## src/rtl/ndn_prefix_parser_if.sv

```systemverilog
// Byte-stream ingress plus FIB/PIT prefix and payload egress of ndn_prefix_parser.
// master = packet source / downstream consumer side, slave = the parser itself.
interface ndn_prefix_parser_if;
    logic        rx_valid;
    logic [7:0]  rx_byte;
    logic        rx_last;
    logic        rx_ready;

    logic [63:0] data_in_prefix;
    logic [5:0]  data_in_len;
    logic        data_ready;
    logic [63:0] pit_in_prefix;
    logic [5:0]  pit_in_len;
    logic        interest_ready;

    logic [7:0]  data_in;
    logic        payload_valid;
    logic        payload_last;
    logic        parse_error;

    modport master (
        output rx_valid,
        output rx_byte,
        output rx_last,
        input  rx_ready,
        input  data_in_prefix,
        input  data_in_len,
        input  data_ready,
        input  pit_in_prefix,
        input  pit_in_len,
        input  interest_ready,
        input  data_in,
        input  payload_valid,
        input  payload_last,
        input  parse_error
    );

    modport slave (
        input  rx_valid,
        input  rx_byte,
        input  rx_last,
        output rx_ready,
        output data_in_prefix,
        output data_in_len,
        output data_ready,
        output pit_in_prefix,
        output pit_in_len,
        output interest_ready,
        output data_in,
        output payload_valid,
        output payload_last,
        output parse_error
    );
endinterface

```

## src/rtl/ndn_prefix_parser.sv

```systemverilog
// Byte-serial NDN header parser: emits left-aligned Data/Interest prefixes, forwards payload.
// Define PARSER_STATS_EN to add saturating pkt_count / err_count outputs.
module ndn_prefix_parser #(
    parameter logic [7:0] INTEREST_TYPE = 8'h05,
    parameter logic [7:0] DATA_TYPE     = 8'h06
) (
    input  logic               clk,
    input  logic               rst,
`ifdef PARSER_STATS_EN
    output logic [15:0]        pkt_count,
    output logic [15:0]        err_count,
`endif
    ndn_prefix_parser_if.slave bus
);

    typedef enum logic [2:0] {
        ST_TYPE,
        ST_LEN,
        ST_PREFIX,
        ST_EMIT,
        ST_PAYLOAD,
        ST_DROP
    } state_e;

    state_e      state_q, state_d;
    logic        is_interest_q, is_interest_d;
    logic        last_q, last_d;
    logic [5:0]  len_q, len_d;
    logic [3:0]  need_q, need_d;
    logic [3:0]  cnt_q, cnt_d;
    logic [63:0] prefix_q, prefix_d;

    logic [63:0] data_in_prefix_q, data_in_prefix_d;
    logic [5:0]  data_in_len_q, data_in_len_d;
    logic        data_ready_q, data_ready_d;
    logic [63:0] pit_in_prefix_q, pit_in_prefix_d;
    logic [5:0]  pit_in_len_q, pit_in_len_d;
    logic        interest_ready_q, interest_ready_d;
    logic [7:0]  data_in_q, data_in_d;
    logic        payload_valid_q, payload_valid_d;
    logic        payload_last_q, payload_last_d;
    logic        parse_error_q, parse_error_d;

    logic        accept;
    logic        emit_go;
    logic        err_go;
    logic [63:0] emit_prefix;
    logic [5:0]  emit_len;
    logic [63:0] merged;

    // Keep only the top n bits; n == 0 yields an all-zero prefix.
    function automatic logic [63:0] keep_top(input logic [63:0] p, input logic [5:0] n);
        return p & ~({64{1'b1}} >> n);
    endfunction

    assign accept = bus.rx_valid && (state_q != ST_EMIT);

    always_comb begin
        // NOTE: every value written here gets a default first, so no path can infer a latch.
        state_d          = state_q;
        is_interest_d    = is_interest_q;
        last_d           = last_q;
        len_d            = len_q;
        need_d           = need_q;
        cnt_d            = cnt_q;
        prefix_d         = prefix_q;
        data_in_prefix_d = data_in_prefix_q;
        data_in_len_d    = data_in_len_q;
        data_ready_d     = 1'b0;
        pit_in_prefix_d  = pit_in_prefix_q;
        pit_in_len_d     = pit_in_len_q;
        interest_ready_d = 1'b0;
        data_in_d        = data_in_q;
        payload_valid_d  = 1'b0;
        payload_last_d   = 1'b0;
        parse_error_d    = 1'b0;
        emit_go          = 1'b0;
        err_go           = 1'b0;
        emit_prefix      = '0;
        emit_len         = '0;

        // Prefix byte k lands at [63-8k -: 8]; ~k on three bits is 7-k.
        merged = prefix_q;
        merged[{~cnt_q[2:0], 3'b000} +: 8] = bus.rx_byte;

        unique case (state_q)
            ST_TYPE: begin
                if (accept) begin
                    if (bus.rx_last ||
                        (bus.rx_byte != INTEREST_TYPE && bus.rx_byte != DATA_TYPE)) begin
                        err_go = 1'b1;
                    end else begin
                        is_interest_d = (bus.rx_byte == INTEREST_TYPE);
                        state_d       = ST_LEN;
                    end
                end
            end
            ST_LEN: begin
                if (accept) begin
                    if (bus.rx_byte[7:6] != 2'b00) begin
                        err_go = 1'b1;
                    end else if (bus.rx_byte[5:0] == 6'd0) begin
                        emit_go = 1'b1;
                    end else if (bus.rx_last) begin
                        err_go = 1'b1;
                    end else begin
                        len_d    = bus.rx_byte[5:0];
                        need_d   = 4'((7'(bus.rx_byte[5:0]) + 7'd7) >> 3);
                        cnt_d    = '0;
                        prefix_d = '0;
                        state_d  = ST_PREFIX;
                    end
                end
            end
            ST_PREFIX: begin
                if (accept) begin
                    prefix_d = merged;
                    cnt_d    = cnt_q + 4'd1;
                    if (cnt_q + 4'd1 == need_q) begin
                        emit_go     = 1'b1;
                        emit_prefix = keep_top(merged, len_q);
                        emit_len    = len_q;
                    end else if (bus.rx_last) begin
                        err_go = 1'b1;
                    end
                end
            end
            ST_EMIT: begin
                state_d = last_q ? ST_TYPE : ST_PAYLOAD;
            end
            ST_PAYLOAD: begin
                if (accept) begin
                    data_in_d       = bus.rx_byte;
                    payload_valid_d = 1'b1;
                    payload_last_d  = bus.rx_last;
                    if (bus.rx_last) state_d = ST_TYPE;
                end
            end
            ST_DROP: begin
                if (accept && bus.rx_last) state_d = ST_TYPE;
            end
            default: state_d = ST_TYPE;
        endcase

        if (emit_go) begin
            state_d = ST_EMIT;
            last_d  = bus.rx_last;
            if (is_interest_q) begin
                pit_in_prefix_d  = emit_prefix;
                pit_in_len_d     = emit_len;
                interest_ready_d = 1'b1;
            end else begin
                data_in_prefix_d = emit_prefix;
                data_in_len_d    = emit_len;
                data_ready_d     = 1'b1;
            end
        end

        if (err_go) begin
            parse_error_d = 1'b1;
            state_d       = bus.rx_last ? ST_TYPE : ST_DROP;
        end
    end

    // NOTE: flops use non-blocking assignments so every register samples pre-edge values.
    always_ff @(posedge clk or posedge rst) begin
        if (rst) state_q <= ST_TYPE;
        else     state_q <= state_d;
    end

    always_ff @(posedge clk or posedge rst) begin
        if (rst) begin
            is_interest_q    <= 1'b0;
            last_q           <= 1'b0;
            len_q            <= '0;
            need_q           <= '0;
            cnt_q            <= '0;
            prefix_q         <= '0;
            data_in_prefix_q <= '0;
            data_in_len_q    <= '0;
            data_ready_q     <= 1'b0;
            pit_in_prefix_q  <= '0;
            pit_in_len_q     <= '0;
            interest_ready_q <= 1'b0;
            data_in_q        <= '0;
            payload_valid_q  <= 1'b0;
            payload_last_q   <= 1'b0;
            parse_error_q    <= 1'b0;
        end else begin
            is_interest_q    <= is_interest_d;
            last_q           <= last_d;
            len_q            <= len_d;
            need_q           <= need_d;
            cnt_q            <= cnt_d;
            prefix_q         <= prefix_d;
            data_in_prefix_q <= data_in_prefix_d;
            data_in_len_q    <= data_in_len_d;
            data_ready_q     <= data_ready_d;
            pit_in_prefix_q  <= pit_in_prefix_d;
            pit_in_len_q     <= pit_in_len_d;
            interest_ready_q <= interest_ready_d;
            data_in_q        <= data_in_d;
            payload_valid_q  <= payload_valid_d;
            payload_last_q   <= payload_last_d;
            parse_error_q    <= parse_error_d;
        end
    end

    assign bus.rx_ready       = (state_q != ST_EMIT);
    assign bus.data_in_prefix = data_in_prefix_q;
    assign bus.data_in_len    = data_in_len_q;
    assign bus.data_ready     = data_ready_q;
    assign bus.pit_in_prefix  = pit_in_prefix_q;
    assign bus.pit_in_len     = pit_in_len_q;
    assign bus.interest_ready = interest_ready_q;
    assign bus.data_in        = data_in_q;
    assign bus.payload_valid  = payload_valid_q;
    assign bus.payload_last   = payload_last_q;
    assign bus.parse_error    = parse_error_q;

`ifdef PARSER_STATS_EN
    logic [15:0] pkt_count_q, pkt_count_d;
    logic [15:0] err_count_q, err_count_d;

    always_comb begin
        pkt_count_d = pkt_count_q;
        err_count_d = err_count_q;
        if (state_q == ST_EMIT && pkt_count_q != 16'hFFFF) pkt_count_d = pkt_count_q + 16'd1;
        if (parse_error_q && err_count_q != 16'hFFFF)      err_count_d = err_count_q + 16'd1;
    end

    always_ff @(posedge clk or posedge rst) begin
        if (rst) begin
            pkt_count_q <= '0;
            err_count_q <= '0;
        end else begin
            pkt_count_q <= pkt_count_d;
            err_count_q <= err_count_d;
        end
    end

    assign pkt_count = pkt_count_q;
    assign err_count = err_count_q;
`else
    // Statistics compiled out: no counter state exists in this build.
`endif

endmodule

```

## src/flat_wrapper.sv

```systemverilog
// flat-port wrapper written by rule: the top's interface ports become plain ports
module ndn_prefix_parser_flat 
#(
    parameter logic [7:0] INTEREST_TYPE = 8'h05,
    parameter logic [7:0] DATA_TYPE     = 8'h06
)
  (clk, rst, bus_rx_valid, bus_rx_byte, bus_rx_last, bus_rx_ready, bus_data_in_prefix, bus_data_in_len, bus_data_ready, bus_pit_in_prefix, bus_pit_in_len, bus_interest_ready, bus_data_in, bus_payload_valid, bus_payload_last, bus_parse_error);
  ndn_prefix_parser_if bus_i ();
  input  logic clk;
  input  logic rst;
  input wire logic [$bits(bus_i.rx_valid)-1:0] bus_rx_valid;
  input wire logic [$bits(bus_i.rx_byte)-1:0] bus_rx_byte;
  input wire logic [$bits(bus_i.rx_last)-1:0] bus_rx_last;
  output wire logic [$bits(bus_i.rx_ready)-1:0] bus_rx_ready;
  output wire logic [$bits(bus_i.data_in_prefix)-1:0] bus_data_in_prefix;
  output wire logic [$bits(bus_i.data_in_len)-1:0] bus_data_in_len;
  output wire logic [$bits(bus_i.data_ready)-1:0] bus_data_ready;
  output wire logic [$bits(bus_i.pit_in_prefix)-1:0] bus_pit_in_prefix;
  output wire logic [$bits(bus_i.pit_in_len)-1:0] bus_pit_in_len;
  output wire logic [$bits(bus_i.interest_ready)-1:0] bus_interest_ready;
  output wire logic [$bits(bus_i.data_in)-1:0] bus_data_in;
  output wire logic [$bits(bus_i.payload_valid)-1:0] bus_payload_valid;
  output wire logic [$bits(bus_i.payload_last)-1:0] bus_payload_last;
  output wire logic [$bits(bus_i.parse_error)-1:0] bus_parse_error;
  assign bus_i.rx_valid = bus_rx_valid;
  assign bus_i.rx_byte = bus_rx_byte;
  assign bus_i.rx_last = bus_rx_last;
  assign bus_rx_ready = bus_i.rx_ready;
  assign bus_data_in_prefix = bus_i.data_in_prefix;
  assign bus_data_in_len = bus_i.data_in_len;
  assign bus_data_ready = bus_i.data_ready;
  assign bus_pit_in_prefix = bus_i.pit_in_prefix;
  assign bus_pit_in_len = bus_i.pit_in_len;
  assign bus_interest_ready = bus_i.interest_ready;
  assign bus_data_in = bus_i.data_in;
  assign bus_payload_valid = bus_i.payload_valid;
  assign bus_payload_last = bus_i.payload_last;
  assign bus_parse_error = bus_i.parse_error;
  ndn_prefix_parser #(.INTEREST_TYPE(INTEREST_TYPE), .DATA_TYPE(DATA_TYPE)) u_core (.clk(clk), .rst(rst), .bus(bus_i));
endmodule
```

## config.mk

```make
export PLATFORM = sky130hd
export DESIGN_NAME = ndn_prefix_parser_flat
export DESIGN_NICKNAME = d
export VERILOG_FILES = /design/src/rtl/ndn_prefix_parser_if.sv /design/src/rtl/ndn_prefix_parser.sv /design/src/flat_wrapper.sv
export SDC_FILE = /design/constraint.sdc
export NUM_CORES = 1
export LEC_CHECK = 0
export CORE_UTILIZATION = 50
export DETAILED_ROUTE_END_ITERATION = 10
export GPL_TIMING_DRIVEN = 0
export PLACE_DENSITY = 0.71
export SYNTH_ARGS = -nofsm -noshare
export SYNTH_HDL_FRONTEND = slang
export SYNTH_SLANG_ARGS = --single-unit
```

## constraint.sdc

```tcl
create_clock -name clk -period 16.1 [get_ports clk]
set_input_delay 3.22 -clock clk [delete_from_list [all_inputs] [get_ports clk]]
set_output_delay 3.22 -clock clk [all_outputs]
set_load 0.03 [all_outputs]
```

==> summary.md <==
| Metric | Value |
|---|---|
| Status | `completed` |
| Unrepaired setup endpoints after global routing | `no` |
| Crit path DAT | `6.57 ns` |
| CTS tree | `yes` |
| R2R depth | `11` |
| Clock share of power | `between 30% and 40%` |
| Final Slew Violations | `0` |
| Final Critical Period | `6.10 ns` |
| Maximum clock frequency | `0.164 GHz` |
| Most frequent cells in the layout | `dfrtp_1 (233), clkdlybuf4s50_1 (161), nand2_1 (129)` |
| Starting Density | `51.7%` |
| Hold Vio Cnt, Final | `0` |
| # resized after CTS | `0` |
| CTS buffer count | `25` |
| Ys Warns | `0` |
| RR Endpoint | `u_core.bus.pit_in_prefix[58]` |
| Pin count of the biggest net entering global routing | `between 100 and 150` |
| Worst setup path class | `in -> reg` |
| Drt pass-1 iters | `5` |
| Total Power | `0.00151 W` |
| Worst-path clk slew | `~0.060 ns` |
| Routed wl met2 | `~13 mm` |
| Layout filler cell count | `roughly 1700` |
| Final setup TNS | `0 ns` |
| Top Ports | `166` |
| Commonest non-fill, non-tap cell in the layout | `dfrtp_1` |
| Clk_lat worst skew | `0.53 ns` |
| HP Class | `reg -> reg` |
| Ys async rst share | `100%` |
| Avg Synthesized Cell Area | `between 10 and 15 um2` |
| Power Density | `112 nW/um2` |
| Leakage | `between 6 and 7 nW` |
| Crit path to | `u_core.bus.pit_in_prefix[58]` |
| Distinct cells, synth | `63` |
| RePlAce Congestion | `0.944` |
| # Max-Cap Violations | `0` |
| Final setup vio count | `0` |
| Antenna Nets Post-Route | `0` |
| Net Sw Frac | `30.6%` |
| Std-Cell Rows | `52` |
| Core Region | `20600 um2` |
| Routed WL | `around 30 mm` |
| Setup crit start | `bus_rx_valid` |
| Mapped Cells | `969` |
| Hold Slack | `0.475 ns` |
| Max VDD drop | `0.0814 mV` |
| DP HPWL | `around 21 mm` |
| Die ar. | `21900 um2` |
| Logic pwr share | `20.7%` |
| Die width | `148 um` |
| Gr usage total | `28.0%` |
| Seq pwr share | `a little over two fifths` |
| Fin nets | `1176` |
| Cell area after layout | `13400 um2` |
| IO buf count | `roughly 160` |
| Routed length on met1 | `12.8 mm` |
| Critical path peak fanout | `10` |
| Initial antenna violation count | `0` |
| Grt ovf | `0` |
| CTS Hold Buffers Added | `0` |
| Primary FF master, synth | `dfrtp_1` |
| NetSw | `roughly 0.00046 W` |
| Vias in the first global route | `about 8100` |
| Clk root buf | `clkbuf_16` |
| Synthesized flop and latch total | `233` |
| Via density | `5.86` |
| CTS H-tree depth | `1` |
| Routed wire per std cell | `20.7 um` |
| Met3 wire length | `3.03 mm` |
| Vert. Die Dim | `148 um` |
| Post-Syn Area | `10600 um2` |
| Final setup skew | `0.0174 ns` |
| R2R setup slack | `around 12 ns` |
| Layout cells sized above 1 | `11.8%` |
| Post-DP Area | `about 13000 um2` |
| # Post-CTS Setup Buffers | `0` |
| Pint | `0.00104 W` |
| Register area | `5830 um2` |
| Clock tree sinks | `233` |
| Sequential-to-total area share from yosys stat | `54.8%` |
| Iteration-0 DRC Markers | `roughly 700` |
| Crit share post-route | `37.9%` |
| Clock buffer depth | `3` |
| Worst slew margin | `37.5%` |
| DR top layer | `met4` |
| Worst Setup Start Kind | `input pin` |
| Worst r2r src | `u_core.cnt_q[0]` |
| Layout area overhead | `26.1%` |
| Number of synthesized flops with an enable pin | `0` |
| CP Data Required Time | `around 17 ns` |
| Vias | `between 8000 and 9000` |
| Ant. Diodes | `0` |
| First-pass GRT wire length | `~47 mm` |
| Multi-input gate area | `4430 um2` |
| Crit path capture type | `flip-flop` |
| Slew @ Worst Pin | `0.913 ns` |
| DRC | `0` |
[stage by stage]
step	setup slack (ns)	std cells	utilization, %
detailed placement	9.77	1402	61.4
floorplan	6.49	970	-
finish	10.0	1443	65.2
global route	9.97	1443	65.2
global placement	3.46	1401	61.2
CTS	10.30	1443	65.2
[flip-flops by register name, summed over array words and instances (netlist names), 3 cells and up]
signal,cells
u_core.prefix_q,63
u_core.bus.data_in_len,6
u_core.bus.pit_in_len,6
u_core.bus.data_in,8
u_core.cnt_q,4
u_core.len_q,6
u_core.bus.data_in_prefix,63
u_core.state_q,3
u_core.need_q,4
u_core.bus.pit_in_prefix,63
[how the worst min path moves through the flow]
stage	cells past startpoint	slack, ns	to	start
final	2	0.48	u_core.bus.pit_in_len[4]	u_core.bus.pit_in_len[4]
after global routing	1	0.50	u_core.bus.data_in_prefix[52]	u_core.bus.data_in_prefix[52]
after CTS	2	0.48	u_core.prefix_q[8]	u_core.prefix_q[8]
after floorplan	2	0.45	u_core.last_q	u_core.last_q
after detailed placement	2	0.47	u_core.prefix_q[8]	u_core.prefix_q[8]
after global placement	2	0.46	u_core.prefix_q[32]	u_core.prefix_q[32]
[layer usage]
layer  track usage (%)  up-vias
li1                  -     3795
met1              39.1     4169
met2              41.3      425
met3              7.93       74
met4              10.8        0
met5                 0        -
[power by group through the flow]
stage               Combinational [W]  Clock [W]  Sequential (W)
finish                       0.000311   0.000558        0.000637
global route                 0.000329   0.000589        0.000641
CTS                          0.000302   0.000567        0.000636
detailed placement           0.000301          0        0.000646
global placement             0.000298          0        0.000646
floorplan                    0.000170          0        0.000666
[cells by family (layout without fill, tap and decap cells)]
kind of cell	after synthesis	count (layout)	share of synthesized area, %
flops	233	233	54.8
simple gates	278	278	12.4
mux	150	150	15.5
compound gates	210	210	12.1
buf+inv	83	286	3.62
fa+ha+maj	5	5	0.588
xor+xnor	9	9	0.953
other cells	1	2	0.0352
[cells in the mapped netlist (4+ instances only)]
cell      count  area, um2
a22o_1       16        140
o21ai_1      14       70.1
mux2_1       64        721
or3_1         7       43.8
nand4_1       5       31.3
inv_1        12       45.0
o22ai_1       4       25.0
mux2_2       50        563
nand2_1     129        484
nor2b_1       4       25.0
clkbuf_1     33        124
nand2b_1      6       37.5
a21o_1        7       52.6
nand3_1      13       65.1
o31ai_1       4       30.0
mux2i_1      36        360
dfrtp_1     233       5830
or2_2         5       31.3
buf_2        17       85.1
buf_1         4       15.0
o211ai_1      5       37.5
and2_1       15       93.8
ha_1          5       62.6
a211oi_1     11       82.6
nor2_1       35        131
a21oi_1      35        175
a22oi_1      10       75.1
nor3_1       31        155
buf_4        12       90.1
nor3b_1       8       60.1
o21ai_0      85        425
and3_1        6       37.5
[area by class of cell]
class | instances | share of cell area, %
buffer | 67 | 2.43
sequential | 233 | 43.5
clock buffer | 35 | 5.24
inverter | 16 | 0.504
multi-input combinational | 654 | 33.0
clock inverter | 6 | 0.625
timing repair buffer | 162 | 12.2
tap | 270 | 2.52
[worst max-delay path: stages]
cell,delay [ns]
clkdlybuf4s50_1,0.63
nand2b_1,0.19
nor2_1,0.58
nand2_1,0.56
clkbuf_1,0.44
a211oi_1,0.66
mux2_2,0.28
No activity file was read; power rests on OpenSTA's default activity.
